<file path="src/rtl/uart_rcv.sv">
// 8N1 UART receiver: LSB-first serial bytes from RX are framed, checked for
// stop-bit and overrun errors, and handed out through a rdy/clr_rdy handshake.
module uart_rcv #(
    parameter int unsigned BAUD_DIV = 5208,
    parameter int unsigned HALF_DIV = BAUD_DIV / 2
) (
    input  logic       clk,
    input  logic       rst,
    input  logic       RX,
    input  logic       clr_rdy,
    output logic [7:0] rx_data,
    output logic       rdy,
    output logic       frm_err,
    output logic       ovr_err
);

    typedef enum logic [1:0] {
        IDLE  = 2'd0,
        START = 2'd1,
        DATA  = 2'd2,
        STOP  = 2'd3
    } state_t;

    // The action fires on the clock after the counter reaches zero, so load N-1
    // to get exactly N clocks per interval.
    localparam logic [15:0] BAUD_LD = 16'(BAUD_DIV - 1);
    localparam logic [15:0] HALF_LD = 16'(HALF_DIV - 1);

    logic        sync1_q, sync2_q, sync3_q;
    logic        rx_s, start_s, baud_done_s;
    state_t      state_q, state_d;
    logic [15:0] cnt_q, cnt_d;
    logic [3:0]  bit_cnt_q, bit_cnt_d;
    logic [8:0]  shift_q, shift_d;
    logic [7:0]  rx_data_q, rx_data_d;
    logic        rdy_q, rdy_d;
    logic        frm_err_q, frm_err_d;
    logic        ovr_err_q, ovr_err_d;

    assign rx_s        = sync2_q;
    assign start_s     = sync3_q & ~sync2_q;
    assign baud_done_s = (cnt_q == 16'd0);

    // Synchronizer and edge-detect flops, preset high so reset never looks like a start.
    always_ff @(posedge clk or posedge rst) begin
        if (rst) begin
            sync1_q <= 1'b1;
            sync2_q <= 1'b1;
            sync3_q <= 1'b1;
        end else begin
            sync1_q <= RX;
            sync2_q <= sync1_q;
            sync3_q <= sync2_q;
        end
    end

    // Receiver state, counters, shift register and output registers.
    always_ff @(posedge clk or posedge rst) begin
        if (rst) begin
            state_q   <= IDLE;
            cnt_q     <= 16'd0;
            bit_cnt_q <= 4'd0;
            shift_q   <= 9'd0;
            rx_data_q <= 8'h00;
            rdy_q     <= 1'b0;
            frm_err_q <= 1'b0;
            ovr_err_q <= 1'b0;
        end else begin
            state_q   <= state_d;
            cnt_q     <= cnt_d;
            bit_cnt_q <= bit_cnt_d;
            shift_q   <= shift_d;
            rx_data_q <= rx_data_d;
            rdy_q     <= rdy_d;
            frm_err_q <= frm_err_d;
            ovr_err_q <= ovr_err_d;
        end
    end

    // Next-state and handshake logic; frame completion overrides a coincident clear.
    always_comb begin
        state_d   = state_q;
        cnt_d     = cnt_q;
        bit_cnt_d = bit_cnt_q;
        shift_d   = shift_q;
        rx_data_d = rx_data_q;
        rdy_d     = rdy_q;
        frm_err_d = frm_err_q;
        ovr_err_d = ovr_err_q;

        if (clr_rdy) begin
            rdy_d     = 1'b0;
            frm_err_d = 1'b0;
            ovr_err_d = 1'b0;
        end else begin
            rdy_d     = rdy_q;
            frm_err_d = frm_err_q;
            ovr_err_d = ovr_err_q;
        end

        case (state_q)
            IDLE: begin
                if (start_s) begin
                    cnt_d   = HALF_LD;
                    state_d = START;
                end else begin
                    state_d = IDLE;
                end
            end
            START: begin
                if (!baud_done_s) begin
                    cnt_d = cnt_q - 16'd1;
                end else if (rx_s) begin
                    state_d = IDLE;
                end else begin
                    // The start bit rides along in the shift register and ends up in bit 0.
                    shift_d   = {rx_s, shift_q[8:1]};
                    cnt_d     = BAUD_LD;
                    bit_cnt_d = 4'd0;
                    state_d   = DATA;
                end
            end
            DATA: begin
                if (baud_done_s) begin
                    shift_d   = {rx_s, shift_q[8:1]};
                    bit_cnt_d = bit_cnt_q + 4'd1;
                    cnt_d     = BAUD_LD;
                    if (bit_cnt_q == 4'd7) begin
                        state_d = STOP;
                    end else begin
                        state_d = DATA;
                    end
                end else begin
                    cnt_d = cnt_q - 16'd1;
                end
            end
            STOP: begin
                if (baud_done_s) begin
                    rx_data_d = shift_q[8:1];
                    frm_err_d = ~rx_s | shift_q[0];
                    ovr_err_d = clr_rdy ? 1'b0 : (ovr_err_q | rdy_q);
                    rdy_d     = 1'b1;
                    state_d   = IDLE;
                end else begin
                    cnt_d = cnt_q - 16'd1;
                end
            end
            default: begin
                state_d = IDLE;
            end
        endcase
    end

    assign rx_data = rx_data_q;
    assign rdy     = rdy_q;
    assign frm_err = frm_err_q;
    assign ovr_err = ovr_err_q;

endmodule

</file>
<file path="config.mk">
export PLATFORM = sky130hd
export DESIGN_NAME = uart_rcv
export DESIGN_NICKNAME = d
export VERILOG_FILES = /design/src/rtl/uart_rcv.sv
export SDC_FILE = /design/constraint.sdc
export NUM_CORES = 1
export LEC_CHECK = 0
export CAP_MARGIN = 10
export CORE_MARGIN = 3
export CORE_UTILIZATION = 45
export CTS_CLUSTER_SIZE = 16
export DETAILED_ROUTE_END_ITERATION = 6
export PLACE_DENSITY_LB_ADDON = 0.08
export SETUP_SLACK_MARGIN = 0.15
export SYNTH_ARGS = -nofsm -noshare
export SYNTH_HDL_FRONTEND = slang
export SYNTH_SLANG_ARGS = --single-unit
</file>
<file path="constraint.sdc">
create_clock -name clk -period 7.2 [get_ports clk]
set_clock_uncertainty 0.2 [all_clocks]
set_input_delay 1.08 -clock clk [delete_from_list [all_inputs] [get_ports clk]]
set_output_delay 1.08 -clock clk [all_outputs]
set_load 0.005 [all_outputs]
</file>
==> reports/qor.yml, run 1 <==
cp_data_arrival_time_ns: 2.86
drc: 0
p_comb_share_pct: 40.9
min_period_ns: 2.88
yosys.area.top_type: "dfrtp_1"
drive_gt1_share_pct: 15.5
min_period_over_period_pct: 40.0
worstHoldPathType: "flop to flop"
cts_buffer_depth: 2
grt_pass1_vias: 1629
overflow: 0
cts_buffers: 5
wl_met3_um: 220
place_area_um2: 2490
leakagePower_nw: 1.17
syn_inst: 218
ant_nets: 0
slowest_delay_ns: 0.56
syn2layout_area_growth_pct: 11.0
hp-start: "sync1_q"
ys_top_cells_by_area: "dfrtp_1, mux2_2, ha_1"
finalSetupViolCount: 0
cts.sink_count: 45
wl_met2_mm: 2.06
synth-edff-count: 0
crit_start: "cnt_q[0]"
fmaxAchievable_mhz: 348
initial_core_util_pct: 47.9
rows: 25
grt_max_degree: 46
p_seq_share_pct: 39.7
top_layer_used: "met4"
routed_wl_mm: 4.60
synth_common_cells: "dfrtp_1, nand2_1, o21ai_0, mux2_2, a21oi_1"
post_cts_resized: 0
synth_warnings: 0
dieArea_um2: 6060
htree_levels: 2
async_flop_share_pct: 100
ys_ff_latch: 45
tns_ns: 0
p_int_uw: 470
synth.distinct_cells: 46
diodes: 0
drv_cap: 0
critPathKind: "flop to flop"
antenna_found_initial: 0
power_frac_clock_pct: 19.4
worst_slew_pin_slew_ns: 0.644
synth.most_common_cell: "dfrtp_1"
grt_use_total_pct: 16.3
drt-pass1-iter-count: 4
path_clk_slew_ns: 0.08
slew_headroom_pct: 57.0
synthFlopType: "dfrtp_1"
outcome: "finished, final reports clean"
switching_share_pct: 41.5
port_buffers: 14
synth_area_um2: 2320
cts_hold_buf: 0
maxSlewViolCount: 0
core-area_um2: 4850
ys_seq_area_share_pct: 48.6
design_area_um2: 2580
drt_iter0_drc: 171
wl_met1_mm: 2.20
finalPower_uw: 802
p_sw_uw: 333
synth_top_area_share_pct: 45.2
drt-wirelength-per-cell_um: 15.3
cpMaxStageDelayCell: "nor4_4"
vdd_drop_max_mv: 0.164
end_kind: "flop"
path_max_fanout: 11
grt_pass1_wl_mm: 7.93
cp_data_required_time_ns: 7.19
syn_area_per_cell_um2: 10.7
num_io_pins: 15
rr_startpoint: "cnt_q[0]"
hold_viol_final: 0
worstSetupStartpointType: "flop"
fp.dieH_um: 77.9
cts_tree: "yes"
via_count: 1735
fp.dieW_um: 77.9
path_cells: "inv_1, ha_1, or4b_1, nor4_4, nand2_1, mux2_2"
place_congestion: 0.865
final_nets: 244
hpwl_mm: 3.19
root_buffer: "clkbuf_8"
insertion_delay_ns: 0.30
post-cts-setup-buffers: 0
power_density_nw_per_um2: 311
rsz0062_at_grt: "no"
fillCellCount: 439
routed_via_density: 5.78
syn-num-nets: 230
cell type report:
class / count / area [µm²] / share of cell area, %
multi-input cells: 157 / 1100 / 42.7
clock inverters: 2 / 15.0 / 0.582
well taps: 67 / 83.8 / 3.25
flip-flops and latches: 45 / 1130 / 43.8
repair buffers: 15 / 148 / 5.72
clock buffers: 6 / 72.6 / 2.81
inverters: 8 / 30.0 / 1.16
cell families after synthesis:
kind of cell               count (synthesis)  share of synthesized area (%)
buffers and inverters                     16                           3.98
and+or+nand+nor                           68                           16.0
AOI/OAI and AO/OA                         65                           19.2
DFF                                       45                           48.6
muxes                                     16                           7.92
adders and majority gates                  8                           4.31
placed cells by master, fill, tap and decap left out, types with 4 or more instances in the layout:
| cell type | instances |
|---|---|
| nor3_1 | 9 |
| nor4_1 | 5 |
| nor2_1 | 12 |
| nand2_1 | 19 |
| clkdlybuf4s50_1 | 14 |
| clkbuf_8 | 5 |
| o22a_1 | 4 |
| o21ai_0 | 19 |
| dfrtp_1 | 42 |
| nand2b_1 | 5 |
| a21o_1 | 6 |
| ha_1 | 8 |
| a21oi_1 | 14 |
| inv_1 | 7 |
| mux2_2 | 15 |
worst paths after layout:
| check | endpoint | cells after the start | slack [ns] |
|---|---|---|---|
| hold / removal | rx_s | 0 | 0.16 |
| hold reg to reg | rx_s | 0 | 0.16 |
| max in group asynchronous | rx_s | 3 | 5.40 |
| min in group asynchronous | bit_cnt_q[3] | 3 | 1.02 |
| setup / recovery | rx_data[2] | 6 | 4.32 |
| setup reg to reg | rx_data[2] | 6 | 4.32 |
registers in the layout, summed over array words and instances, names as in the netlist, named ones only:
register / count
shift_q: 9
rx_data: 8
sync3_q: 1
ovr_err: 1
sync1_q: 1
rx_s: 1
frm_err: 1
cnt_q: 16
bit_cnt_q: 4
state_q: 1
rdy: 1
stage by stage:
stage | hold WS, ns | utilization, % | instances | worst slack [ns]
floorplan | 0.145 | - | 218 | 4.59
global placement | 0.152 | 51.4 | 292 | 4.41
detailed placement | 0.155 | 51.4 | 292 | 4.35
CTS | 0.156 | 53.2 | 300 | 4.33
global route | 0.162 | 53.2 | 300 | 4.11
finish | 0.162 | 53.2 | 300 | 4.32
power by group through the flow:
stage | logic [mW] | registers, mW | clock network [mW]
finish | 0.328 | 0.319 | 0.156
global route | 0.365 | 0.323 | 0.174
CTS | 0.326 | 0.318 | 0.163
detailed placement | 0.321 | 0.323 | 0
global placement | 0.316 | 0.320 | 0
floorplan | 0.269 | 0.313 | 0
worst max-delay path: cells and delay by family (launching register included):
family / cells / cell delay [ns]
fa+ha+maj: 1 / 0.14
mux: 1 / 0.38
buf+inv: 1 / 0.11
simple gates: 3 / 1.51
flops: 1 / 0.42
routing by layer:
layer | vias up | GRT usage, %
met1 | 846 | 24.2
li1 | 828 | -
met4 | 0 | 7.30
met5 | - | 0
met3 | 12 | 3.25
met2 | 49 | 22.8
Power figures use the tool's default switching activity.
==> inputs of run 2 (changes only) <==
clock period = 2.9 ns   (was 7.2 ns; I/O delays follow)
==> run 2 against run 1 <==
  * Critical path depth is 1 higher
  * Sequential power rose by 150%
  * Largest cell class unchanged
  * Final cell count up 1.3%
  * Power rose to 2.7 times the previous value
  * Register-to-register slack worse by 4.1 ns
  * Highest routed layer unchanged
  * Combinational power rose to 2.8 times the previous value
  * Via count is 2.6% higher
  * Critical endpoint is now cnt_q[9]
  * First-iteration DRC count is 40% lower
==> reports/qor.yml, run 2 (synthesized netlist as in run 1, its figures left out) <==
outcome: "finished, final reports clean"
final_common_cell: "dfrtp_1"
antenna_found_initial: 0  # unchanged
critPathKind: "flop to flop"
htree_levels: 2  # unchanged
grt_pass1_vias: 1784  # +9.5%
cts_tree: "yes"
multi_input_area_um2: 1120  # +1.9%
insertion_delay_ns: 0.29  # about the same
cts_buffer_depth: 2  # unchanged
regMostFlops: "cnt_q"
routed_via_density: 5.86  # +1.2%
mostFrequentLayoutCells: "dfrtp_1, o21ai_0, nand2_1, mux2_2"
num_io_pins: 15  # unchanged
largest_register_ffs: 16  # unchanged
vdd_drop_max_mv: 0.502  # +210%
worstHoldPathType: "flop to flop"
path_max_fanout: 6  # -5
grt_use_total_pct: 17.9  # +1.6 points
drc: 0  # unchanged
root_buffer: "clkbuf_8"
drt-pass1-iter-count: 4  # unchanged
path_clk_slew_ns: 0.09  # about the same
maxSlewViolCount: 0  # unchanged
fin_util_pct: 55.0  # +1.8 points
worstSetupStartpointType: "flop"
placed_cells: 295  # +1.0%
port_buffers: 14  # unchanged
syn2layout_area_growth_pct: 14.8
final-seq-area_um2: 1130  # unchanged
hpwl_mm: 3.55  # +11%
routed_wl_mm: 5.06  # +10%
place_congestion: 0.872  # +0.81%
reg2reg_slack_ns: 0.25  # -4.07 ns
min_period_ns: 2.65  # -0.231 ns
ant_nets: 0  # unchanged
fp.dieW_um: 77.9  # unchanged
drt_iter0_drc: 102  # -40%
rsz0062_at_grt: "no"
power_density_nw_per_um2: 821  # +160%
rows: 25  # unchanged
diodes: 0  # unchanged
grt_max_degree: 32  # -30%
initial_core_util_pct: 47.9  # unchanged
core-area_um2: 4850  # unchanged
slew_headroom_pct: 61.0  # +4.0 points
drt-wirelength-per-cell_um: 16.6  # +8.5%
leakagePower_nw: 1.22  # +4.1%
cp_data_arrival_time_ns: 2.63  # -0.23 ns
dieArea_um2: 6060  # unchanged
finalPower_mw: 2.19  # +170%
tns_ns: 0  # unchanged
fillCellCount: 412  # -6.2%
fp.dieH_um: 77.9  # unchanged
finalSetupViolCount: 0  # unchanged
final_nets: 248  # +1.6%
stdcell_count: 304  # +1.3%
cts.sink_count: 45  # unchanged
drv_cap: 0  # unchanged
cts_buffers: 5  # unchanged
drive_gt1_share_pct: 18.1  # +2.7 points
grt_pass1_wl_mm: 8.63  # +8.8%
hold_viol_final: 0  # unchanged
via_count: 1780  # +2.6%
cp_data_required_time_ns: 2.89  # -4.30 ns
fmaxAchievable_mhz: 378  # +8.8%
worst_slew_pin_slew_ns: 0.582  # -0.0616 ns
min_period_over_period_pct: 91.2  # +51 points
overflow: 0  # unchanged
end_kind: "flop"
run 2: worst paths after layout:
check	startpoint	to	cells after the start
max	cnt_q[0]	cnt_q[9]	7
min	sync1_q	rx_s	0
max reg2reg	cnt_q[0]	cnt_q[9]	7
min reg2reg	sync1_q	rx_s	0
max in group asynchronous	rst	sync1_q	3
min in group asynchronous	rst	cnt_q[4]	2
run 2: metrics by stage:
stage | instance area, µm² | hold slack (ns) | worst slack (ns)
CTS | 2650 | 0.146 | 0.167
global route | 2670 | 0.148 | 0.162
floorplan | 2320 | 0.145 | 0.286
detailed placement | 2510 | 0.149 | 0.0881
finish | 2670 | 0.148 | 0.255
global placement | 2510 | 0.147 | 0.187
run 2: what timing repair did:
item / in CTS / in global routing
setup buffers: 1 / 0
pin swaps: 1 / 0
setup endpoints to repair: 8 / 19
hold buffers: 0 / 0
resized for setup: 1 / 4
run 2: layer usage:
metal | wire length [µm] | vias to the layer above | part of all wire (%) | global-route usage (%)
met2 | 2370 | 61 | 47 | 27.4
li1 | - | 829 | - | -
met4 | 70 | 0 | 1.4 | 8.01
met5 | 0 | - | 0 | 0
met1 | 2360 | 882 | 47 | 24.1
met3 | 255 | 8 | 5.0 | 4.06
run 2: area by class of cell:
cell class                 count  area share, %
clock buffer                   6           2.72
clock inverter                 2           1.45
inverter                       8           1.13
multi-input combinational    157           42.1
sequential                    45           42.4
tap                           67           3.14
timing repair buffer          19           7.13
run 2: where the power goes:
part | internal [mW] | total (mW) | switching, mW | leakage [nW]
clock network | 0.259 | 0.472 | 0.213 | 0.0554
logic | 0.364 | 0.923 | 0.559 | 0.562
registers | 0.703 | 0.795 | 0.0915 | 0.598
run 2: worst max-delay path, stage by stage (launching register included):
cell     delay [ns]
dfrtp_1        0.42
inv_1          0.12
ha_1           0.15
or4b_4         0.49
or4_4          0.58
a21oi_4        0.23
o21ai_0        0.12
a22o_1         0.24
